$ cat src/rtl/uart_pkg.sv
// Shared types and constants for the UART receive path.
//   uart_rx_state_t : receiver FSM states
//   IMG_MAGIC0/1    : two-byte image-start marker (0x55 then 0xAA)
package uart_pkg;
  typedef enum logic [1:0] {IDLE, START, DATA, STOP} uart_rx_state_t;
  localparam logic [7:0] IMG_MAGIC0 = 8'h55;
  localparam logic [7:0] IMG_MAGIC1 = 8'hAA;
endpackage

$ cat src/rtl/uart_rx_core.sv
// 8N1 deserialiser: 2-flop synchroniser, bit timer, receive FSM.
// Optional macro UART_RX_MAJORITY_EN: each sample point becomes a 2-of-3
// vote over rxs at expiry-1/0/+1, acted on one cycle after expiry.
// Ports:
//   clk, rst         : clock, synchronous active-low reset
//   i_rx             : raw pad input, idle high
//   o_byte           : assembled byte (valid while o_valid=1)
//   o_valid          : one-cycle pulse, good stop bit
//   o_ferr           : one-cycle pulse, stop bit sampled low
module uart_rx_core
  import uart_pkg::*;
#(
  parameter int CLOCK_HZ  = 27_000_000,
  parameter int BAUD      = 115200,
  parameter int TIM_WIDTH = 8
) (
  input  logic       clk,
  input  logic       rst,
  input  logic       i_rx,
  output logic [7:0] o_byte,
  output logic       o_valid,
  output logic       o_ferr
);
  localparam int BIT_CYC = CLOCK_HZ / BAUD;
`ifdef UART_RX_MAJORITY_EN
  localparam int DLY = 1;
`else
  localparam int DLY = 0;
`endif
  // Timer counts load value down to 0; expiry is the cycle it reads 0.
  // With the vote enabled the action lands one cycle late, so the bit
  // reload is one shorter to keep sample points a full bit apart.
  localparam logic [TIM_WIDTH-1:0] HALF_LD = TIM_WIDTH'(BIT_CYC / 2 - 1);
  localparam logic [TIM_WIDTH-1:0] BIT_LD  = TIM_WIDTH'(BIT_CYC - 1 - DLY);

  uart_rx_state_t       r_state, w_state_n;
  logic                 r_s1, r_s2, r_prev;
  logic [TIM_WIDTH-1:0] r_tim;
  logic [2:0]           r_idx;
  logic [7:0]           r_shift;
  logic                 w_exp, w_tick, w_bit;
  logic                 w_load_half, w_load_bit, w_shift;

`ifdef UART_RX_MAJORITY_EN
  logic r_prev2, r_exp_d;
  // r_exp_d blocks a second expiry while the timer waits at 0 for the tick
  assign w_exp  = (r_state != IDLE) && (r_tim == '0) && !r_exp_d;
  assign w_tick = r_exp_d;
  assign w_bit  = (r_s2 & r_prev) | (r_s2 & r_prev2) | (r_prev & r_prev2);
  always_ff @(posedge clk) begin
    if (!rst) begin
      r_prev2 <= 1'b1;
      r_exp_d <= 1'b0;
    end else begin
      r_prev2 <= r_prev;
      r_exp_d <= w_exp;
    end
  end
`else
  assign w_exp  = (r_state != IDLE) && (r_tim == '0);
  assign w_tick = w_exp;
  assign w_bit  = r_s2;
`endif

  always_ff @(posedge clk) begin
    if (!rst) begin
      r_s1    <= 1'b1;
      r_s2    <= 1'b1;
      r_prev  <= 1'b1;
      r_state <= IDLE;
      r_tim   <= '0;
      r_idx   <= '0;
      r_shift <= '0;
    end else begin
      r_s1    <= i_rx;
      r_s2    <= r_s1;
      r_prev  <= r_s2;
      r_state <= w_state_n;
      if (w_load_half)     r_tim <= HALF_LD;
      else if (w_load_bit) r_tim <= BIT_LD;
      else if (r_tim != '0) r_tim <= r_tim - 1'b1;
      if (r_state == START) r_idx <= '0;
      else if (w_shift)     r_idx <= r_idx + 3'd1;
      if (w_shift) r_shift <= {w_bit, r_shift[7:1]};
    end
  end

  always_comb begin
    w_state_n   = r_state;
    w_load_half = 1'b0;
    w_load_bit  = 1'b0;
    w_shift     = 1'b0;
    o_valid     = 1'b0;
    o_ferr      = 1'b0;
    case (r_state)
      IDLE: if (r_prev && !r_s2) begin
        w_state_n   = START;
        w_load_half = 1'b1;
      end
      START: if (w_tick) begin
        if (w_bit) w_state_n = IDLE;   // false start
        else begin
          w_state_n  = DATA;
          w_load_bit = 1'b1;
        end
      end
      DATA: if (w_tick) begin
        w_shift    = 1'b1;
        w_load_bit = 1'b1;
        if (r_idx == 3'd7) w_state_n = STOP;
      end
      STOP: if (w_tick) begin
        w_state_n = IDLE;
        o_valid   = w_bit;
        o_ferr    = !w_bit;
      end
      default: w_state_n = IDLE;
    endcase
  end

  assign o_byte = r_shift;
endmodule

$ cat src/rtl/uart_rx_img.sv
// UART receive front end with image-start (0x55 0xAA) detection.
// Optional macro UART_RX_MAJORITY_EN (see uart_rx_core).
// Ports:
//   clk, rst      : clock, synchronous active-low reset
//   rx            : serial input, idle high
//   rx_data/full  : last byte and its waiting flag; rd clears rx_full
//   img_recv      : one-cycle pulse on marker completion
//   end_img_recv  : loader done, leave image mode
//   img_mode      : image transfer in progress
//   frame_err     : one-cycle pulse on bad stop bit
//   overrun       : sticky, byte arrived while rx_full=1 and rd=0
module uart_rx_img
  import uart_pkg::*;
#(
  parameter int CLOCK_HZ  = 27_000_000,
  parameter int BAUD      = 115200,
  parameter int TIM_WIDTH = 8
) (
  input  logic       clk,
  input  logic       rst,
  input  logic       rx,
  output logic [7:0] rx_data,
  output logic       rx_full,
  input  logic       rd,
  output logic       img_recv,
  input  logic       end_img_recv,
  output logic       img_mode,
  output logic       frame_err,
  output logic       overrun
);
  logic [7:0] w_byte;
  logic       w_valid, w_ferr, w_marker, w_deliver;
  logic       r_prev55;

  uart_rx_core #(.CLOCK_HZ(CLOCK_HZ), .BAUD(BAUD), .TIM_WIDTH(TIM_WIDTH)) u_core (
    .clk(clk), .rst(rst), .i_rx(rx),
    .o_byte(w_byte), .o_valid(w_valid), .o_ferr(w_ferr)
  );

  // The marker's 0xAA is swallowed; everything else valid is delivered.
  assign w_marker  = w_valid && !img_mode && r_prev55 && (w_byte == IMG_MAGIC1);
  assign w_deliver = w_valid && !w_marker;

  always_ff @(posedge clk) begin
    if (!rst) begin
      rx_data   <= '0;
      rx_full   <= 1'b0;
      img_recv  <= 1'b0;
      img_mode  <= 1'b0;
      frame_err <= 1'b0;
      overrun   <= 1'b0;
      r_prev55  <= 1'b0;
    end else begin
      frame_err <= w_ferr;
      img_recv  <= w_marker;
      // delivery wins over a same-cycle rd
      if (w_deliver) begin
        rx_data <= w_byte;
        rx_full <= 1'b1;
        if (rx_full && !rd) overrun <= 1'b1;
      end else if (rd) begin
        rx_full <= 1'b0;
      end
      if (end_img_recv && img_mode) begin
        img_mode <= 1'b0;
        r_prev55 <= 1'b0;
      end
      if (!img_mode) begin
        if (w_marker) begin
          img_mode <= 1'b1;
          r_prev55 <= 1'b0;
        end else if (w_valid) r_prev55 <= (w_byte == IMG_MAGIC0);
        else if (w_ferr)      r_prev55 <= 1'b0;
      end
    end
  end
endmodule

$ cat config.mk
export PLATFORM = sky130hd
export DESIGN_NAME = uart_rx_img
export DESIGN_NICKNAME = d
export VERILOG_FILES = /design/src/rtl/uart_pkg.sv /design/src/rtl/uart_rx_core.sv /design/src/rtl/uart_rx_img.sv
export SDC_FILE = /design/constraint.sdc
export NUM_CORES = 1
export LEC_CHECK = 0
export CAP_MARGIN = 0
export CORE_MARGIN = 4
export CORE_UTILIZATION = 35
export CTS_BUF_LIST = sky130_fd_sc_hd__clkbuf_8
export DETAILED_ROUTE_END_ITERATION = 10
export HOLD_SLACK_MARGIN = 0.06
export PLACE_DENSITY_LB_ADDON = 0.3
export SLEW_MARGIN = 20
export SYNTH_ARGS = -nofsm -noshare
export SYNTH_HDL_FRONTEND = slang
export SYNTH_HIERARCHICAL = 1
export SYNTH_SLANG_ARGS = --single-unit
$ cat constraint.sdc
create_clock -name clk -period 8.5 [get_ports clk]
set_clock_uncertainty 0.05 [all_clocks]
set_input_delay 0.85 -clock clk [delete_from_list [all_inputs] [get_ports clk]]
set_output_delay 0.85 -clock clk [all_outputs]
set_load 0.1 [all_outputs]
==> out/qor.csv <==
stage,metric,value,unit
place,dp.final_hpwl,2405,um
cts,cts_tree,yes,
synthesis,seq_area_frac_synth,0.4306,
cts,post-cts-setup-buffers,0,
die,io-pin-count,18,
route,via_count,1309,
sta,fmax,307.0,MHz
global_route,grt_max_degree,27,
global_route,grt_pass1_vias,1272,
setup_path,crit_path_frequent_cell,inv_1,
die,rows,25,
sta,hold_ws,0.3682,ns
synthesis,synth_nets,194,
synthesis,netlist.top_cell.by_area,dfxtp_1,
sta,hold_violations,0,
setup_path,crit_cells,8,
sta,slew_violations,0,
global_route,grt_pass1_wl,5878,um
synthesis,ys_ff_latch,38,
global_route,antenna_found_initial,0,
synthesis,syn_inst,181,
sta,min_period,3.257,ns
cts,cts.repair.resized,0,
route,viasPerCell,4.884,
hold_path,whs_path_depth,1,
route,dr.pass1.iters,4,
cts,clk_pin_slew,0.07,ns
route,drc,0,
cts,htree_num_levels,2,
route,wirelength,3383,um
cts,cts-root-buf,clkbuf_8,
synthesis,synthArstFlopShare,0,
die,core,4817,sq um
cells_and_area,nets,214,
setup_path,cp_top_family,simple AND/OR/NAND/NOR gates,
cells_and_area,layout_commonest_cell,dfxtp_1,
synthesis,ys_warn_count,6,
synthesis,synth_top_flop_cell,dfxtp_1,
setup_path,cp_num_buf_inv,2,
sta,timing.final.crit_share,0.3832,
die,floorplan.die.width,79.05,um
synthesis,synth.top_cells.by_area,"dfxtp_1 43%, mux2i_1 9.1%, ha_1 5.7%, nor2_1 4.5%, a21oi_1 3.4%",
setup_path,crit_arrival,3.42,ns
setup_path,worstSetupPathType,reg2reg,
global_route,grt.total_usage,0.1174,
cells_and_area,drive_gt1_frac,0.1045,
place,io_buffers,17,
cells_and_area,fillers,489,
cells_and_area,final_cell_mix,"38 x dfxtp_1, 21 x nor2_1, 17 x clkdlybuf4s50_1, 16 x mux2i_1, 12 x a21oi_1",
synthesis,synth_enable_flop_cells,0,
cts,cts_hold_buf,0,
global_route,grt_overflow,0,
die,die_area,6248,sq um
cts,cts_buffer_depth,2,
sta,tightest_slew,1.100,ns
flow_run,timing.max_cap.violations,0,
pwr,power-per-cell-area,242.4,nW/um^2
cells_and_area,diodes,0,
setup_path,crit_chain,"inv_1, ha_1, nor4b_4, nand2_2, nor4b_1, inv_1, a41oi_4, mux2i_1",
setup_path,reg2regPathDepth,8,
place,place.gp.congestion,0.7955,
setup_path,crit_path_end_kind,register,
cts,cts_buffers,5,
setup_path,worstSetupStartpointType,register,
cells_and_area,area_growth,19.40,%
hold_path,hold_path_class,reg2reg,
die,initial_core_util,0.3668,
pwr,p_leak,0.8550,nW
synthesis,synth_cell_types,42,
route,drtIter0Drc,51,
die,dieHeight,79.05,um
cts,cts.sinks,38,
setup_path,required,8.67,ns
status,outcome,"finished, final reports clean",
sta,grt_setup_unrepaired,false,
route,wl_per_cell,12.62,um
pwr,peakVddDrop,0.00009923,V
sta,tns,0,ns
synthesis,syn_area_per_cell,9.761,sq um
sta,setup_violations,0,
sta,slew_headroom,0.2564,
setup_path,crit_fanout,8,
setup_path,slowest_stage,nor4b_1,
synthesis,synth_top_area_share,0.4306,
synthesis,syn_area,1767,sq um
setup_path,cpPeakStageDelay,0.93,ns
cts,clk_latency,0.28,ns
route,final_antenna_net_count,0,
cell type report:
| cell class | instances | area (sq um) | area share |
|---|---|---|---|
| inverters | 10 | 37.54 | 0.01779 |
| flip-flops and latches | 38 | 760.7 | 0.3606 |
| well taps | 67 | 83.83 | 0.03974 |
| clock inverters | 1 | 30.03 | 0.01423 |
| multi-input cells | 129 | 944.7 | 0.4478 |
| repair buffers | 17 | 170.2 | 0.08066 |
| clock buffers | 6 | 82.58 | 0.03915 |
cell usage after synthesis, drive strengths merged, types with 2 or more instances:
cell type,count
a21oi,12
a31o,2
a31oi,2
and2,4
buf,2
clkbuf,2
dfxtp,38
ha,8
inv,10
mux2i,16
nand2,12
nand2b,6
nand3,5
nand4,3
nor2,21
nor2b,5
nor3,4
nor4,2
nor4b,4
o21a,2
o21ai,5
o221a,2
xor2,2
cells by family after synthesis:
family,synth area share
and+or+nand+nor,0.2344
DFF,0.4306
AOI/OAI and AO/OA,0.1381
muxes,0.09065
buffers and inverters,0.03470
adders and majority gates,0.05666
xor gates and xnor gates,0.01488
stage by stage:
stage	setup slack (ns)	power, mW	instances	utilization	area [sq um]
final	5.243	0.5114	268	0.4379	2110
after global routing	4.981	0.5465	268	0.4379	2110
after CTS	5.277	0.5175	268	0.4379	2110
after detailed placement	5.291	0.3597	261	0.4145	1997
after global placement	5.483	0.3608	261	0.4145	1997
after floorplan	5.813	0.3346	181	-	1767
sequential cells by signal, summed over array words and instances, names as in the netlist, named ones only:
name / flops
r_prev55: 1
u_core/r_s2: 1
img_recv: 1
u_core/o_byte: 8
u_core/r_state: 1
u_core/r_tim: 8
u_core/r_idx: 3
frame_err: 1
img_mode: 1
rx_data: 8
overrun: 1
rx_full: 1
u_core/r_prev: 1
u_core/r_s1: 1
power by group:
group / internal (mW) / switching (mW) / leakage (nW)
Sequential: 0.196 / 0.0237 / 0.308
Combinational: 0.0637 / 0.0730 / 0.489
Clock: 0.0939 / 0.0614 / 0.0573
final timing paths:
| check | start | end | slack [ns] |
|---|---|---|---|
| worst min register to register | u_core/r_s1$_SDFF_PN1_ | u_core/r_s2$_SDFF_PN1_ | 0.37 |
| worst max-delay path | u_core/r_tim[0]$_SDFFE_PP0P_ | rx_data[4]$_SDFFE_PN0P_ | 5.24 |
| worst max register to register | u_core/r_tim[0]$_SDFFE_PP0P_ | rx_data[4]$_SDFFE_PN0P_ | 5.24 |
| worst min-delay path | u_core/r_s1$_SDFF_PN1_ | u_core/r_s2$_SDFF_PN1_ | 0.37 |
worst register-to-register path, delay by kind of cell (launching register included):
kind | cells | cell delay, ns
DFF | 1 | 0.34
and+or+nand+nor | 3 | 1.57
AOI/OAI and AO/OA | 1 | 0.40
muxes | 1 | 0.22
adders and majority gates | 1 | 0.24
buffers and inverters | 2 | 0.37
layer usage:
metal	wire length, um	part of all wire	global-route usage
met1	1697	0.50	0.1531
met2	1542	0.46	0.1785
met3	69	0.020	0.03401
met4	73	0.022	0.05326
met5	0	0	0
Power figures use the tool's default switching activity.
